--- config.mk ---
export PLATFORM = sky130hd
export DESIGN_NAME = distribute_chain_injector_seq
export DESIGN_NICKNAME = d
export VERILOG_FILES = /design/src/rtl/distribute_chain_injector_seq.sv
export SDC_FILE = /design/constraint.sdc
export NUM_CORES = 1
export LEC_CHECK = 0
export ABC_AREA = 1
export ABC_CLOCK_PERIOD_IN_PS = 2600
export CAP_MARGIN = 20
export CORE_MARGIN = 2
export CORE_UTILIZATION = 51
export DETAILED_ROUTE_END_ITERATION = 10
export GPL_ROUTABILITY_DRIVEN = 0
export PLACE_DENSITY = 0.76
export SETUP_SLACK_MARGIN = 0.05
export SYNTH_ARGS = -nofsm -noshare
export SYNTH_HDL_FRONTEND = slang
export SYNTH_SLANG_ARGS = --single-unit
--- constraint.sdc ---
create_clock -name clk -period 2.6 [get_ports clk]
set_input_delay 0.39 -clock clk [delete_from_list [all_inputs] [get_ports clk]]
set_output_delay 0.39 -clock clk [all_outputs]
set_load 0.005 [all_outputs]
--- src/rtl/distribute_chain_injector_seq.sv ---
// Source-side injector for a chain of 1x2 one-hot distribute switches: buffers {dest, data}
// words in a small FIFO and issues one per enabled cycle. Optional macro: DISTRIBUTE_INJECT_DROP_ZERO_EN.
module distribute_chain_injector_seq #(
  parameter int DATA_WIDTH = 32,
  parameter int NUM_NODE   = 4,
  parameter int FIFO_DEPTH = 4,
  parameter int CNT_WIDTH  = 16
) (
  input  logic                          clk,
  input  logic                          rst_n,
  input  logic                          i_valid,
  input  logic [DATA_WIDTH-1:0]         i_data,
  input  logic [NUM_NODE-1:0]           i_dest,
  output logic                          o_ready,
  input  logic                          i_en,
  output logic                          o_valid,
  output logic [DATA_WIDTH-1:0]         o_data_bus,
  output logic [NUM_NODE-1:0]           o_cmd,
  output logic                          o_en,
  output logic [$clog2(FIFO_DEPTH):0]   o_count
`ifdef DISTRIBUTE_INJECT_DROP_ZERO_EN
  , output logic [CNT_WIDTH-1:0]        o_drop_cnt
`endif
);

  localparam int PW = $clog2(FIFO_DEPTH);
  localparam int CW = PW + 1;
  localparam int EW = NUM_NODE + DATA_WIDTH;

  if ((FIFO_DEPTH < 2) || ((1 << PW) != FIFO_DEPTH) || (CNT_WIDTH < 1)) begin : g_param_check
    $error("distribute_chain_injector_seq: FIFO_DEPTH must be a power of two >= 2, CNT_WIDTH >= 1");
  end

  logic [EW-1:0] mem [FIFO_DEPTH];
  logic [PW-1:0] wr_ptr;
  logic [PW-1:0] rd_ptr;
  logic          push;
  logic          store;
  logic          pop;
  logic [EW-1:0] rd_entry;

  assign o_ready  = (o_count != CW'(FIFO_DEPTH));
  assign push     = i_valid && o_ready;
  assign pop      = i_en && (o_count != '0);
  assign rd_entry = mem[rd_ptr];

`ifdef DISTRIBUTE_INJECT_DROP_ZERO_EN
  // Zero-mask words complete the handshake but never enter the buffer.
  assign store = push && (i_dest != '0);

  always_ff @(posedge clk or negedge rst_n) begin
    if (!rst_n) begin
      o_drop_cnt <= '0;
    end else if (push && (i_dest == '0) && (o_drop_cnt != '1)) begin
      o_drop_cnt <= o_drop_cnt + CNT_WIDTH'(1);
    end
  end
`else
  assign store = push;
`endif

  // Storage is not reset; stale entries are unreachable once the pointers clear.
  always_ff @(posedge clk) begin
    if (store) begin
      mem[wr_ptr] <= {i_dest, i_data};
    end
  end

  always_ff @(posedge clk or negedge rst_n) begin
    if (!rst_n) begin
      wr_ptr     <= '0;
      rd_ptr     <= '0;
      o_count    <= '0;
      o_valid    <= 1'b0;
      o_data_bus <= '0;
      o_cmd      <= '0;
      o_en       <= 1'b0;
    end else begin
      o_en <= i_en;
      if (store) begin
        wr_ptr <= wr_ptr + PW'(1);
      end
      if (pop) begin
        rd_ptr     <= rd_ptr + PW'(1);
        o_valid    <= 1'b1;
        o_data_bus <= rd_entry[DATA_WIDTH-1:0];
        o_cmd      <= rd_entry[EW-1:DATA_WIDTH];
      end else begin
        o_valid    <= 1'b0;
        o_data_bus <= '0;
        o_cmd      <= '0;
      end
      if (store && !pop) begin
        o_count <= o_count + CW'(1);
      end else if (pop && !store) begin
        o_count <= o_count - CW'(1);
      end
    end
  end

endmodule

# Yosys cells after proc, flatten, opt, wreduce, memory -nomap -nowiden
# Memory sizes are Yosys's and may differ from the RTL's.
# Cells that the tools add are included.
[totals] ff_bits=45 mem_bits_rw=144 inputBits=40 out_inout_bits=42 wordCells=28 n_memories=1
[mem_list] name="mem" depth=4 width=36 read_ports=1 rd_clocked_by_memory_dff=0 wr=1 line="34" text="logic [EW-1:0] mem [FIFO_DEPTH];"
[op_classes] n_addsub=4 n_eq_ne=1 n_mux=7 reduce_logical=8
[op_table] cell="$mux 32" count=1
[op_table] cell="$mux 3" count=2
[op_table] cell="$add 2x1->2 const B" count=2
[op_table] cell="$logic_and 1x1->1" count=4
[op_table] cell="$mux 4" count=1
[op_table] cell="$add 3x1->3 const B" count=1
[op_table] cell="$mux 1" count=3
[op_table] cell="$ne 3x3->1 const B" count=1
[op_table] cell="$reduce_bool 3->1" count=1
[op_table] cell="$sub 3x1->3 const B" count=1
[op_table] cell="$logic_not 1->1" count=2
[op_table] cell="$reduce_bool 2->1" count=1

# Longest topological paths before layout
[logic_depth] depth_word=6 mapped_depth=12 ltp_nobuf=12

# Worst setup path after synthesis
# OpenSTA, ideal clock, no wires.
[synth_path] path_type="reg2reg" from="register o_count[0]" to="memory mem[0][0] (netlist bit), enable pin" setup_time_ns=0.429 arrival_ns=2.318 t_required_ns=2.171 setup_slack_ns=-0.147 stages_incl_launch_ff=5 path_buffers=0 period_less_slack_ns=2.747 path_cell_list="dfrtp_1 inv_2 nand3_1 nand2_1 nor2_1"
[synth_between] elab_chain_len=4
[synth_lines] element="start: declaration" line="20" text="output logic [$clog2(FIFO_DEPTH):0] o_count"
[synth_lines] element="start signal: assignment" line="94" text="o_count <= o_count + CW'(1);"
[synth_lines] element="start signal: assignment" line="96" text="o_count <= o_count - CW'(1);"
[synth_lines] element="$ne 3x3->1" line="42" text="assign o_ready = (o_count != CW'(FIFO_DEPTH));"
[synth_lines] element="net o_ready" line="14" text="output logic o_ready,"
[synth_lines] element="$logic_and 1x1->1" line="43" text="assign push = i_valid && o_ready;"
[synth_lines] element="$mux 1" line="64" text="if (store) begin"
[synth_lines] element="$mux 1 (implied by the code)" line="65" text="mem[wr_ptr] <= {i_dest, i_data};"
[synth_lines] element="end: declaration" line="34"
# The timed path passes the listed nets, and every way through them passes these cells.

# Worst setup path in the final report
[layout_path] from="register o_count[0]" to="output o_ready"
[layout_between] elab_chain_len=1
[layout_lines] element="$ne 3x3->1" line="42"
[layout_lines] element="end: declaration" line="14"
# Every way passes these cells.

==> out/qor.yml <==
run_status:
  outcome: "complete, no violations"
final_layout:
  syn_to_final_growth_pct: 22.33
  fillers: 1041
  antenna_cells: 0
  multi_input_comb_area_mm2: 0.001331
  seqCellArea_mm2: 0.005453
  final_cells: 945
  drive_gt1_share_pct: 7.622
  nets: 794
clock_network:
  htree_levels: 4
  cts_resized: 0
  cts_buffers: 17
  cts_root_buf: "clkbuf_16"
  clk_latency_ns: 0.43
  cts.path.max_buffers: 2
  cts_tree: "done"
  cts.sinks: 189
  path_clk_slew_ns: 0.07
  post_cts_buffers: 0
sta:
  tns_ns: 0
  fmax_ghz: 0.4980
  tightest_slew_ns: 0.8192
  drv_slew: 0
  fin_crit_sh_pct: 77.23
  setup_viol: 0
  finalHoldViolCount: 0
  post-route-min-period_ns: 2.008
  rsz0062_at_grt: "no"
  clock_skew_ns: 0.009568
  relSlewSlack_pct: 45.39
power:
  p_clk_share_pct: 26.6
  switchingPower_mw: 3.154
  pwr-share-comb_pct: 30.3
  powerDensity_mw_per_mm2: 1081
  ir_drop_v: 0.0008232
  p_sw_share_pct: 31.74
  leakagePower_nw: 4.037
  seqPwrFrac_pct: 43.1
  p_int_mw: 6.783
place:
  placed_cells: 912
  hpwl_um: 8376
  port_buffers: 81
setup_path:
  cp-end-kind: "output pin"
  startpoint_type: "flop"
  critPathArrivalTime_ns: 1.62
  critical_path.max_fanout: 4
  crit_required_ns: 2.21
  worstSetupPathType: "reg2out"
synthesis:
  synth_top_area_cell: "edfxtp_1"
  syn_nets: 708
  synth-edff-count: 144
  yosysMostFrequentCell: "nand2_1"
  ys_ff_latch: 189
  ys_top_cells_by_area: "edfxtp_1 (58%), dfrtp_1 (15%), nand2_1 (7.9%)"
  async_flop_share_pct: 23.81
  synthFlopType: "edfxtp_1"
  yosysSeqAreaShare_pct: 72.54
  synth.distinct_cells: 20
  synth_top_area_share_pct: 57.55
  syn_area_per_cell_um2: 11.35
  synth_common_cells: "nand2_1 (159), inv_1 (153), edfxtp_1 (144), nand3_1 (76), dfrtp_1 (45)"
  netlist_instances: 662
  yosys_warnings: 0
  syn-cell-area_mm2: 0.007513
global_route:
  grt_pass1_wl_um: 23470
  overflow: 0
  antenna_found_initial: 0
  grt_max_degree: 75
  grt_usage_pct: 19.57
  first_global_vias: 4978
floorplanning:
  die-height_um: 125.4
  io_pins: 82
  num_rows: 44
  fp.coreArea_mm2: 0.01448
  die-area_mm2: 0.01572
  initial_utilization_pct: 51.89
  die_x_um: 125.4
worst_hold_path:
  hold_class: "in2async"
route:
  post_drt_wl_per_cell_um: 15.41
  ant_nets: 0
  num_vias: 4732
  drtIter0Drc: 349
  wl_um: 14570
  drtPass1Iterations: 4
  viasPerCell: 5.007
  drc: 0
run:
  maxCapViolCount: 0
per-layer routing:
layer	GRT usage, %	share of wire [%]	vias up
met2	34.85	54	170
met4	10.00	2.5	0
met5	0	0	-
met1	22.05	38	2278
li1	-	-	2255
met3	4.493	5.8	29
cell families after synthesis:
group / count (synthesis) / share of synthesized area (%)
xor+xnor: 2 / 0.2332
fa+ha+maj: 6 / 1.099
simple gates: 241 / 13.42
buf+inv: 186 / 10.17
compound gates: 38 / 2.531
flops: 189 / 72.54
worst paths after layout:
path / start / to / slack (ns) / cells past startpoint
worst max-delay path: o_count[0]$_DFFE_PN0P_ / o_ready / 0.59 / 3
worst min-delay path: rst_n / o_count[1]$_DFFE_PN0P_ / 0.44 / 2
worst max register to register: o_count[0]$_DFFE_PN0P_ / o_count[2]$_DFFE_PN0P_ / 0.77 / 11
worst min register to register: wr_ptr[1]$_DFFE_PN0P_ / wr_ptr[1]$_DFFE_PN0P_ / 0.55 / 2
max in group asynchronous: rst_n / o_data_bus[2]$_DFF_PN0_ / 1.50 / 3
min in group clk: i_en / o_en$_DFF_PN0_ / 0.48 / 1
worst max-delay path, cell delays in order (launching register included):
cell	delay [ns]
dfrtp_1	0.47
inv_2	0.07
nand3_1	0.12
clkdlybuf4s50_1	0.52
state kept, by name, indices dropped and copies added (netlist names):
name        cells
mem           144
o_data_bus     32
o_cmd           4
o_count         3
rd_ptr          2
wr_ptr          2
o_en            1
o_valid         1
power by group through the flow:
stage | combinational, mW | sequential (mW) | clock, mW
after detailed placement | 3.01 | 4.34 | 0
after global routing | 3.35 | 4.35 | 2.79
after floorplan | 1.74 | 4.35 | 0
after global placement | 2.88 | 4.32 | 0
after CTS | 3.04 | 4.29 | 2.67
final | 3.01 | 4.28 | 2.64
cell usage in the layout (no fill, tap or decap):
cell             netlist  layout
nand2_1              159     158
inv_1                153     153
edfxtp_1             144     144
clkdlybuf4s50_1        0      80
nand3_1               76      76
dfrtp_1               45      43
a21oi_1               36      36
clkbuf_16              0      17
inv_2                  7       7
clkinv_4               0       6
buf_4                  3       6
ha_1                   5       5
buf_12                 0       5
nor2_4                 0       4
bufinv_16              0       3
xnor2_1                2       2
inv_6                  0       2
clkinvlp_4             0       2
dfrtp_2                0       2
nand3_2                1       1
nand2_2                0       1
o21ai_0                1       1
nand4_1                1       1
o21ai_1                1       1
fa_1                   1       1
clkinv_1               0       1
inv_8                  0       1
dlygate4sd3_1          0       1
buf_2                 14       1
final cells by class:
type,count,area share (%)
tap,184,2.505
multi-input combinational,287,14.48
clock inverter,15,2.069
sequential,189,59.32
inverter,160,6.534
timing repair buffer,93,10.45
clock buffer,17,4.628
repair_timing:
item                                    CTS  global route
endpoints found under the setup margin    0             0
hold buffers                              1             0
endpoints found under the hold margin    17             0
metrics by stage:
step           power (mW)  worst slack (ns)  hold WS [ns]  area (um^2)  util, %
6_report            9.937            0.5920        0.4383         9191    63.48
5_1_grt             10.49            0.5127        0.4719         9191    63.48
4_1_cts             10.00            0.5836        0.4237         9191    63.48
3_5_place_dp        7.354            0.5624        0.3625         8566    59.16
3_3_place_gp        7.196            0.6120        0.3588         8566    59.16
2_1_floorplan       6.085           -0.1471       0.09441         7513        -
Note: power is estimated with default switching activity, not from simulation.
